--- src/rtl/braille_pkg.sv ---
// Shared types and tables for the braille learning controller.
// Holds the state enum, letter index type, INVALID code, decode and glyph tables.
package braille_pkg;

   typedef enum logic {
      IDLE,
      REPLAY
   } state_t;

   typedef logic [4:0] letter_t;

   localparam letter_t INVALID = 5'd31;

   // Segment glyphs {g,f,e,d,c,b,a} for letters a..z.
   localparam logic [6:0] GLYPH_TAB [26] = '{
      7'h77, 7'h7C, 7'h39, 7'h5E, 7'h79, 7'h71,
      7'h3D, 7'h74, 7'h30, 7'h1E, 7'h75, 7'h38,
      7'h55, 7'h54, 7'h5C, 7'h73, 7'h67, 7'h50,
      7'h6D, 7'h78, 7'h3E, 7'h1C, 7'h6A, 7'h76,
      7'h6E, 7'h5B
   };

   // Grade-1 braille, bit0 = dot1 .. bit5 = dot6.
   function automatic letter_t brl_decode(input logic [5:0] dots);
      letter_t l;
      case (dots)
         6'b000001: l = 5'd0;
         6'b000011: l = 5'd1;
         6'b001001: l = 5'd2;
         6'b011001: l = 5'd3;
         6'b010001: l = 5'd4;
         6'b001011: l = 5'd5;
         6'b011011: l = 5'd6;
         6'b010011: l = 5'd7;
         6'b001010: l = 5'd8;
         6'b011010: l = 5'd9;
         6'b000101: l = 5'd10;
         6'b000111: l = 5'd11;
         6'b001101: l = 5'd12;
         6'b011101: l = 5'd13;
         6'b010101: l = 5'd14;
         6'b001111: l = 5'd15;
         6'b011111: l = 5'd16;
         6'b010111: l = 5'd17;
         6'b001110: l = 5'd18;
         6'b011110: l = 5'd19;
         6'b100101: l = 5'd20;
         6'b100111: l = 5'd21;
         6'b111010: l = 5'd22;
         6'b101101: l = 5'd23;
         6'b111101: l = 5'd24;
         6'b110101: l = 5'd25;
         default:   l = INVALID;
      endcase
      return l;
   endfunction

   function automatic logic [6:0] letter_glyph(input letter_t l);
      logic [6:0] g;
      g = '0;
      if (l < 5'd26)
         g = GLYPH_TAB[l];
      return g;
   endfunction

endpackage

--- src/rtl/braille_btn_deb.sv ---
// Button conditioner: 2-flop synchroniser, stability debouncer, press pulse.
// Ports: clk, rst (sync, active-high), raw (async button), pulse (1 cycle per press).
module braille_btn_deb #(
   parameter int DEB_CYCLES = 16
) (
   input  logic clk,
   input  logic rst,
   input  logic raw,
   output logic pulse
);

   localparam int CW = $clog2(DEB_CYCLES + 1);

   logic [1:0]    sync;
   logic          level;
   logic [CW-1:0] cnt;

   // A new level is accepted only after DEB_CYCLES consecutive
   // synchronised samples disagree with the accepted level.
   always_ff @(posedge clk) begin
      if (rst) begin
         sync  <= '0;
         level <= 1'b0;
         cnt   <= '0;
         pulse <= 1'b0;
      end else begin
         sync  <= {sync[0], raw};
         pulse <= 1'b0;
         if (sync[1] != level) begin
            if (cnt == CW'(DEB_CYCLES - 1)) begin
               level <= sync[1];
               cnt   <= '0;
               pulse <= sync[1];
            end else begin
               cnt <= cnt + CW'(1);
            end
         end else begin
            cnt <= '0;
         end
      end
   end

endmodule

--- src/rtl/braille_learn_ctrl.sv ---
// Braille learning controller: load letters from dot switches, show on 7-seg, replay.
// Ports: Clk, Rst, B_Inp/C_Inp/P_Inp buttons, Switch dots; Seg_Out, Seg_En, Count, Full, Err.
// Macro BRAILLE_REPLAY_EN enables the REPLAY state and the P_Inp debouncer.
module braille_learn_ctrl
   import braille_pkg::*;
#(
   parameter int DOTS        = 6,
   parameter int DEPTH       = 8,
   parameter int DEB_CYCLES  = 16,
   parameter int HOLD_CYCLES = 50_000_000
) (
   input  logic                     Clk,
   input  logic                     Rst,
   input  logic                     B_Inp,
   input  logic                     C_Inp,
   input  logic                     P_Inp,
   input  logic [DOTS-1:0]          Switch,
   output logic [6:0]               Seg_Out,
   output logic                     Seg_En,
   output logic [$clog2(DEPTH):0]   Count,
   output logic                     Full,
   output logic                     Err
);

   localparam int PW = $clog2(DEPTH);
   localparam int CW = PW + 1;
   localparam int TW = $clog2(HOLD_CYCLES + 1);

   state_t        state, state_n;
   logic [CW-1:0] cnt, cnt_n, left, left_n;
   logic [PW-1:0] wr_ptr, wr_ptr_n, rd_ptr, rd_ptr_n;
   logic [PW-1:0] oldest, nxt_rd;
   logic [TW-1:0] tmr, tmr_n;
   letter_t       cur, cur_n, lt;
   logic          en, en_n, err, err_n, we, full;
   logic          load_p, clr_p, rep_p;
   logic          unused_in;
   letter_t       mem [DEPTH];

   braille_btn_deb #(.DEB_CYCLES(DEB_CYCLES)) u_deb_b (
      .clk(Clk), .rst(Rst), .raw(B_Inp), .pulse(load_p)
   );

   braille_btn_deb #(.DEB_CYCLES(DEB_CYCLES)) u_deb_c (
      .clk(Clk), .rst(Rst), .raw(C_Inp), .pulse(clr_p)
   );

`ifdef BRAILLE_REPLAY_EN
   braille_btn_deb #(.DEB_CYCLES(DEB_CYCLES)) u_deb_p (
      .clk(Clk), .rst(Rst), .raw(P_Inp), .pulse(rep_p)
   );
   assign unused_in = ^Switch;
`else
   assign rep_p     = 1'b0;
   assign unused_in = ^{P_Inp, Switch};
`endif

   // Dots 7/8 never take part in decoding.
   assign lt     = brl_decode(Switch[5:0]);
   assign full   = (cnt == CW'(DEPTH));
   assign oldest = wr_ptr - cnt[PW-1:0];
   assign nxt_rd = rd_ptr + PW'(1);

   always_comb begin
      state_n  = state;
      cnt_n    = cnt;
      left_n   = left;
      wr_ptr_n = wr_ptr;
      rd_ptr_n = rd_ptr;
      tmr_n    = tmr;
      cur_n    = cur;
      en_n     = en;
      err_n    = 1'b0;
      we       = 1'b0;
      if (clr_p) begin
         state_n  = IDLE;
         cnt_n    = '0;
         wr_ptr_n = '0;
         tmr_n    = '0;
         en_n     = 1'b0;
      end else begin
         unique case (state)
            IDLE: begin
               if (load_p) begin
                  if (lt == INVALID || full) begin
                     err_n = 1'b1;
                  end else begin
                     we       = 1'b1;
                     wr_ptr_n = wr_ptr + PW'(1);
                     cnt_n    = cnt + CW'(1);
                     cur_n    = lt;
                     en_n     = 1'b1;
                  end
               end else if (rep_p && cnt != '0) begin
                  state_n  = REPLAY;
                  rd_ptr_n = oldest;
                  cur_n    = mem[oldest];
                  left_n   = cnt - CW'(1);
                  tmr_n    = '0;
                  en_n     = 1'b1;
               end
            end
            REPLAY: begin
               if (tmr == TW'(HOLD_CYCLES - 1)) begin
                  tmr_n = '0;
                  // Last entry is the newest, so IDLE keeps showing it.
                  if (left == '0) begin
                     state_n = IDLE;
                  end else begin
                     rd_ptr_n = nxt_rd;
                     cur_n    = mem[nxt_rd];
                     left_n   = left - CW'(1);
                  end
               end else begin
                  tmr_n = tmr + TW'(1);
               end
            end
            default: state_n = IDLE;
         endcase
      end
   end

   always_ff @(posedge Clk) begin
      if (Rst) begin
         state  <= IDLE;
         cnt    <= '0;
         left   <= '0;
         wr_ptr <= '0;
         rd_ptr <= '0;
         tmr    <= '0;
         cur    <= '0;
         en     <= 1'b0;
         err    <= 1'b0;
      end else begin
         state  <= state_n;
         cnt    <= cnt_n;
         left   <= left_n;
         wr_ptr <= wr_ptr_n;
         rd_ptr <= rd_ptr_n;
         tmr    <= tmr_n;
         cur    <= cur_n;
         en     <= en_n;
         err    <= err_n;
      end
   end

   always_ff @(posedge Clk) begin
      if (we)
         mem[wr_ptr] <= lt;
   end

   assign Seg_Out = en ? letter_glyph(cur) : '0;
   assign Seg_En  = en;
   assign Count   = cnt;
   assign Full    = full;
   assign Err     = err;

endmodule

--- config.mk ---
export PLATFORM = sky130hd
export DESIGN_NAME = braille_learn_ctrl
export DESIGN_NICKNAME = d
export VERILOG_FILES = /design/src/rtl/braille_pkg.sv /design/src/rtl/braille_btn_deb.sv /design/src/rtl/braille_learn_ctrl.sv
export SDC_FILE = /design/constraint.sdc
export NUM_CORES = 1
export LEC_CHECK = 0
export ABC_AREA = 1
export BUFFER_PORTS_ARGS = -buffer_cell sky130_fd_sc_hd__buf_2
export CAP_MARGIN = 25
export CORE_ASPECT_RATIO = 1.75
export CORE_UTILIZATION = 39
export CTS_CLUSTER_SIZE = 28
export DETAILED_ROUTE_END_ITERATION = 10
export PLACE_DENSITY = 0.55
export SETUP_SLACK_MARGIN = 0.02
export SYNTH_ARGS = -nofsm -noshare
export SYNTH_HDL_FRONTEND = slang
export SYNTH_SLANG_ARGS = --single-unit
--- constraint.sdc ---
create_clock -name Clk -period 2.04 [get_ports Clk]
set_input_delay 0.204 -clock Clk [delete_from_list [all_inputs] [get_ports Clk]]
set_output_delay 0.204 -clock Clk [all_outputs]
set_load 0.005 [all_outputs]
### Yosys cells after proc, flatten, opt, wreduce, memory -nomap -nowiden

Memories as Yosys holds them, arrays and structs flattened.
Cells that the tools add are included.

| word-level totals | value |
|---|---|
| memories | 3 |
| output and inout port bits | 14 |
| bits of input ports | 11 |
| word-level logic and storage cells | 89 |
| register bits | 66 |
| bits in latches | 0 |
| ROM bits | 544 |
| bits in writable memories | 40 |

Memories:

| memory | words | width | read ports | clocked after memory_dff | write ports | line | RTL |
|---|---|---|---|---|---|---|---|
| (name not given) | 64 | 5 | 1 | 0 | 0 | braille_pkg.sv:26 | `case (dots)` |
| (name not given) | 32 | 7 | 1 | 0 | 0 | braille_pkg.sv:62 | `g = GLYPH_TAB[l];` |
| mem | 8 | 5 | 1 | 0 | 1 | braille_learn_ctrl.sv:38 | `letter_t mem [DEPTH];` |

| operators by class | value |
|---|---|
| $add $sub $neg | 7 |
| shifts and indexed selects | 0 |
| bitwise operators | 9 |
| equal/unequal tests | 11 |
| div/mod/pow operators | 0 |
| muxes and demuxes | 27 |
| order comparisons | 2 |
| multipliers | 0 |
| reduce and logical (&&, ||, !) cells | 13 |

Operators with widths:

| kind | number |
|---|---|
| 26-bit two-way mux | 2 |
| 7-bit two-way mux | 4 |
| 26-bit by 1-bit adder with 26-bit output (second input constant) | 1 |
| 26-bit == test (second input constant) | 1 |
| 5-bit two-way mux | 4 |
| 4-bit two-way mux | 3 |
| 3-bit OR reduction | 4 |
| 5-bit by 1-bit adder with 5-bit output (second input constant) | 2 |
| 5-bit by 4-bit == test with 1-bit output (second input constant) | 2 |
| 5-bit one-hot mux with 2 select lines | 1 |
| 1-bit two-way mux | 9 |
| 3-bit two-way mux | 3 |
| 1-bit inverter | 8 |
| 3-bit by 1-bit adder with 3-bit output (second input constant) | 2 |
| 6-bit >= comparator (second input constant) | 1 |
| 5-bit inverter with 6-bit output | 1 |
| 5-bit == test (second input constant) | 1 |
| 5-bit less-than comparator (second input constant) | 1 |
| 5-bit AND reduction | 1 |
| 4-bit by 1-bit adder with 4-bit output (second input constant) | 1 |
| 4-bit == test (second input constant) | 1 |
| 4-bit zero test | 1 |
| 2-bit by 1-bit != test with 1-bit output (second input constant) | 2 |
| 2-bit != test (second input constant) | 2 |
| 9 further kinds | 11 |

### Longest topological paths before layout

An unclocked memory read counts as a cell.

| depth | value |
|---|---|
| depth after elaboration | 9 |
| gate-level depth with buffers | 16 |
| mapped depth without buffers | 16 |

### Hierarchy

From an unflattened synthesis, not the netlist that was laid out.

| unflattened totals | value |
|---|---|
| cell total of the unflattened synthesis | 676 |
| area, all modules | 5596.6 µm² |

By module, submodules not included:

| module | seq. area each (µm²) | cells an instance | area each (µm²) | instances |
|---|---|---|---|---|
| braille_learn_ctrl | 2162.1 | 596 | 4916.0 | 1 |
| braille_btn_deb | 180.2 | 40 | 340.3 | 2 |

### Least setup slack after synthesis

OpenSTA, ideal clock, no wires.

| timing | value |
|---|---|
| path type | input-to-reg |
| start point | input port Switch[0] |
| end point | memory mem[1][0] (netlist bit), enable pin |
| slack | -101 ps |
| library setup time | 340 ps |
| cell stages on the path | 14 |
| path buffers | 0 |
| arrival time | 1801 ps |
| path through | inv_2 ha_1 inv_1 nand3_1 nand3_1 nand2_1 nand2_1 nand2_1 nand2_1 nand2_1 inv_2 a21oi_4 nand3_2 nor2_1 |

| between the ends | value |
|---|---|
| cells in the longest elaborated chain, start to end | 9 |

Ends and longest elaborated chain:

| what | line | RTL |
|---|---|---|
| start: declaration | braille_learn_ctrl.sv:17 | `input logic [DOTS-1:0] Switch,` |
| memory 64 x 5 bit | -- |  |
| net lt[2] | braille_learn_ctrl.sv:34 | `letter_t cur, cur_n, lt;` |
| 5-bit == test | braille_learn_ctrl.sv:85 | `if (lt == INVALID \|\| full) begin` |
| 1-bit logical OR | braille_learn_ctrl.sv:85 |  |
| 1-bit two-way mux | braille_learn_ctrl.sv:85 |  |
| 1-bit two-way mux | braille_learn_ctrl.sv:84 | `if (load_p) begin` |
| 1-bit two-way mux | braille_learn_ctrl.sv:82 | `unique case (state)` |
| 1-bit two-way mux | braille_learn_ctrl.sv:75 | `if (clr_p) begin` |
| 1-bit two-way mux | braille_learn_ctrl.sv:148 | `if (we)` |
| 1-bit two-way mux (not written as such) | braille_learn_ctrl.sv:149 | `mem[wr_ptr] <= lt;` |
| end: declaration | braille_learn_ctrl.sv:38 |  |

The timed path passes the listed nets, and every way through them passes these cells.

### Worst setup path after layout

| timing | value |
|---|---|
| start point | register rd_ptr[0] |
| end point | register cur[1] |

| between the ends | value |
|---|---|
| cells in the longest elaborated chain, start to end | 5 |

Ends and longest elaborated chain:

| what | line | RTL |
|---|---|---|
| start: declaration | braille_learn_ctrl.sv:31 | `logic [PW-1:0] wr_ptr, wr_ptr_n, rd_ptr, rd_ptr_n;` |
| start signal: assignment | braille_learn_ctrl.sv:139 | `rd_ptr <= rd_ptr_n;` |
| 3-bit by 1-bit adder with 3-bit output | braille_learn_ctrl.sv:62 | `assign nxt_rd = rd_ptr + PW'(1);` |
| net nxt_rd[1] | braille_learn_ctrl.sv:32 | `logic [PW-1:0] oldest, nxt_rd;` |
| memory 8 x 5 bit | -- |  |
| 5-bit two-way mux | braille_learn_ctrl.sv:107 | `if (left == '0) begin` |
| 5-bit two-way mux | braille_learn_ctrl.sv:104 | `if (tmr == TW'(HOLD_CYCLES - 1)) begin` |
| 5-bit one-hot mux with 2 select lines | braille_learn_ctrl.sv:82 |  |
| end signal: assignment | braille_learn_ctrl.sv:141 | `cur <= cur_n;` |
| end: declaration | braille_learn_ctrl.sv:34 |  |

The timed path passes the listed nets, and every way through them passes these cells. The select of a mux whose other input is x is not followed.
A chain may end at the register's enable or synchronous reset.

==> reports/results.ini <==
[clock_tree]
root_buffer = clkbuf_16
cts_buffers = 9
clock_sinks = 106
clkTransAtPathRegs_ns = 0.07
h-tree-depth = 3
clock_latency_ns = 0.35
clk_path_buf_depth = 2
tritoncts = yes
hold_buffers = 0

[power_and_ir_drop]
ir_drop_v = 0.000460
power_uw = 4250
power_density_nw_per_um2 = 647
leakage_uw = 0.00260

[die]
rows = 57
start_util_pct = 39.9
die_area_sq_um = 14700
boundaryPins = 25
die_h_microns = 159
core_area_sq_um = 13800
die_w_microns = 91.9

[synthesis]
synth.area.top_cells = dfxtp_1 (24%), edfxtp_1 (22%), nand2_1 (7.1%)
synth-seq-cells = 106
synthFlopType = dfxtp_1
synth_cell_types = 49
synth_area_per_cell_sq_um = 8.14
synth_nets = 713
synth_area_leader_cell = dfxtp_1
synth_top_area_share_pct = 23.9
syn-instance-count = 678
async_flop_share_pct = 0
synth_area_sq_um = 5520
yosysSeqAreaShare_pct = 45.7
synth_edf_count = 40
yosys_warnings = 0

[critical_path]
cpMaxStageDelayCell = o32ai_1
cp_top_family = compound AO/OA/AOI/OAI gates
r2r_start = rd_ptr[0]
path_class = flop to flop
max_stage_delay_ns = 0.42
endpoint_kind = flop
cp_num_buf_inv = 1
startpoint = rd_ptr[0]
worstPathMaxFanout = 8
required_ns = 2.32
worst_ep_arrival_time_ns = 2.27
crit_chain = ha_1, buf_4, o32ai_1, o21ai_0, o21ai_0, a21oi_1, nor2_1
start_kind = flop
crit_path_frequent_cell = o21ai_0

[timing]
rsz0062_at_grt = yes
skew_ns = 0.00810
fin_crit_sh_pct = 97.5
tightest_slew_ns = 0.455
max_freq_ghz = 0.503
relSlewSlack_pct = 69.4
fin_ws_ns = 0.0504
slew_violations = 0
finalCriticalPeriod_ns = 1.99
setup_violations = 0
final-hold-violation-count = 0

[worst_hold_path]
hold_path_class = input pin to flop
holdCritStartpoint = B_Inp

[routing]
drt_pass1_iterations = 4
wl_mm = 13.2
wl_per_cell_microns = 14.3
routed-via-count = 4738
postRouteAntennaNets = 0
drt_iter0_markers = 193
viasPerCell = 5.16
drc = 0

[final_layout]
num_antenna_cells = 0
nFillCells = 1379
syn2layout_area_growth_pct = 19.0
drive_gt1_share_pct = 19.5
nets = 772

[global_routing]
grt_use_total_pct = 18.8
antenna_found_initial = 0
grt_overflow = 0
grt_max_degree = 23
grt_pass1_wl_mm = 21.7
grt_pass1_vias = 4637

[place]
place_hpwl_mm = 10.2
port_buffers = 23
pre_cts_slack_ns = -0.131
gp_congestion = 0.914

[outcome]
outcome = completed

[job]
max_cap_viol_count = 0

-- worst paths after layout --
path	depth (start not counted)	to	slack [ns]
setup / recovery	7	cur[1]	0.05
hold / removal	3	u_deb_b.sync[0]	0.05
setup reg to reg	7	cur[1]	0.05
hold reg to reg	2	u_deb_b.sync[1]	0.40
-- area by class of cell --
| cell class | instances | area [sq um] | area share (%) |
|---|---|---|---|
| Sequential cell | 106 | 2530 | 38.6 |
| Timing Repair Buffer | 64 | 423 | 6.44 |
| Multi-Input combinational cell | 473 | 2760 | 42.0 |
| Inverter | 83 | 323 | 4.91 |
| Clock inverter | 7 | 87.6 | 1.33 |
| Tap cell | 177 | 221 | 3.37 |
| Clock buffer | 9 | 225 | 3.43 |
-- tightest hold or removal path, stage by stage --
cell	delay [ns]
buf_2	0.09
inv_1	0.04
nor2_1	0.03
-- report_power, final --
group | switching, uW | internal (uW)
registers | 2.67 | 2200
clock network | 823 | 983
logic | 156 | 83.1
-- cell families after synthesis --
family	share of synthesized area (%)
fa+ha+maj	5.44
flops	45.7
xor+xnor	2.06
mux	0.363
simple gates	26.3
compound gates	12.9
buf+inv	7.21
-- layer usage --
layer,global-route usage (%),part of all wire [%],up-vias
met1,19.0,39,2222
met4,8.24,3.6,0
met5,0,0,-
li1,-,-,2409
met3,2.82,2.2,30
met2,36.9,56,77
-- synthesized netlist by cell type (2+ instances only) --
cell type / number
a211oi_1: 6
a21oi_1: 40
a311oi_1: 2
a31oi_1: 2
buf_4: 3
buf_6: 2
clkbuf_1: 10
clkinv_1: 4
dfxtp_1: 66
edfxtp_1: 40
ha_1: 24
inv_1: 73
inv_2: 6
mux2i_1: 2
nand2_1: 104
nand2_2: 5
nand3_1: 50
nand3_2: 2
nand4_1: 13
nor2_1: 99
nor2_2: 8
nor2_4: 2
nor3_1: 16
nor3_2: 2
nor3b_1: 3
nor4_1: 5
o211ai_1: 5
o21a_1: 5
o21ai_0: 35
o21ai_1: 2
o21bai_1: 2
o221ai_1: 2
o22ai_1: 2
o32ai_1: 8
or2_2: 3
xnor2_1: 3
xor2_1: 10
-- through the flow --
stage / TNS, ns / instances / area (sq um) / hold WS (ns) / util [%]
6_report: 0 / 919 / 6570 / 0.0532 / 47.5
5_1_grt: 0 / 919 / 6570 / 0.0407 / 47.5
4_1_cts: 0 / 917 / 6500 / 0.0406 / 47.0
3_5_place_dp: -3.92 / 901 / 6180 / 0.398 / 44.7
3_3_place_gp: -2.95 / 901 / 6180 / 0.390 / 44.7
2_1_floorplan: 0 / 678 / 5640 / 0.311 / -
-- cell usage in the layout (no fill, tap or decap), types with 7 or more instances in the layout --
cell type | netlist | final
nand2_1 | 104 | 99
nor2_1 | 99 | 90
inv_1 | 73 | 69
dfxtp_1 | 66 | 62
nand3_1 | 50 | 50
buf_4 | 3 | 41
a21oi_1 | 40 | 40
edfxtp_1 | 40 | 40
o21ai_0 | 35 | 30
buf_2 | 0 | 23
ha_1 | 24 | 20
nor3_1 | 16 | 15
nand4_1 | 13 | 13
nor2_4 | 2 | 11
xor2_1 | 10 | 10
nand2_2 | 5 | 9
clkbuf_16 | 0 | 9
nor2_2 | 8 | 8
o32ai_1 | 8 | 8
o21ai_1 | 2 | 7
inv_2 | 6 | 7
-- flip-flops by register name, summed over array words and instances (netlist names) --
signal         count
Count              4
Seg_En             1
rd_ptr             3
u_deb_b.level      1
tmr               26
u_deb_b.pulse      1
cur                5
Err                1
u_deb_c.cnt        5
u_deb_b.sync       2
u_deb_c.pulse      1
u_deb_c.sync       2
state              1
u_deb_b.cnt        5
wr_ptr             3
left               4
mem               40
u_deb_c.level      1
-- timing repair --
item                       in CTS  in global routing
pin swaps                       0                  3
gates resized for setup         6                 19
buffers inserted                0                  2
setup endpoints to repair       6                 16
(Power assumes the default switching activity.)
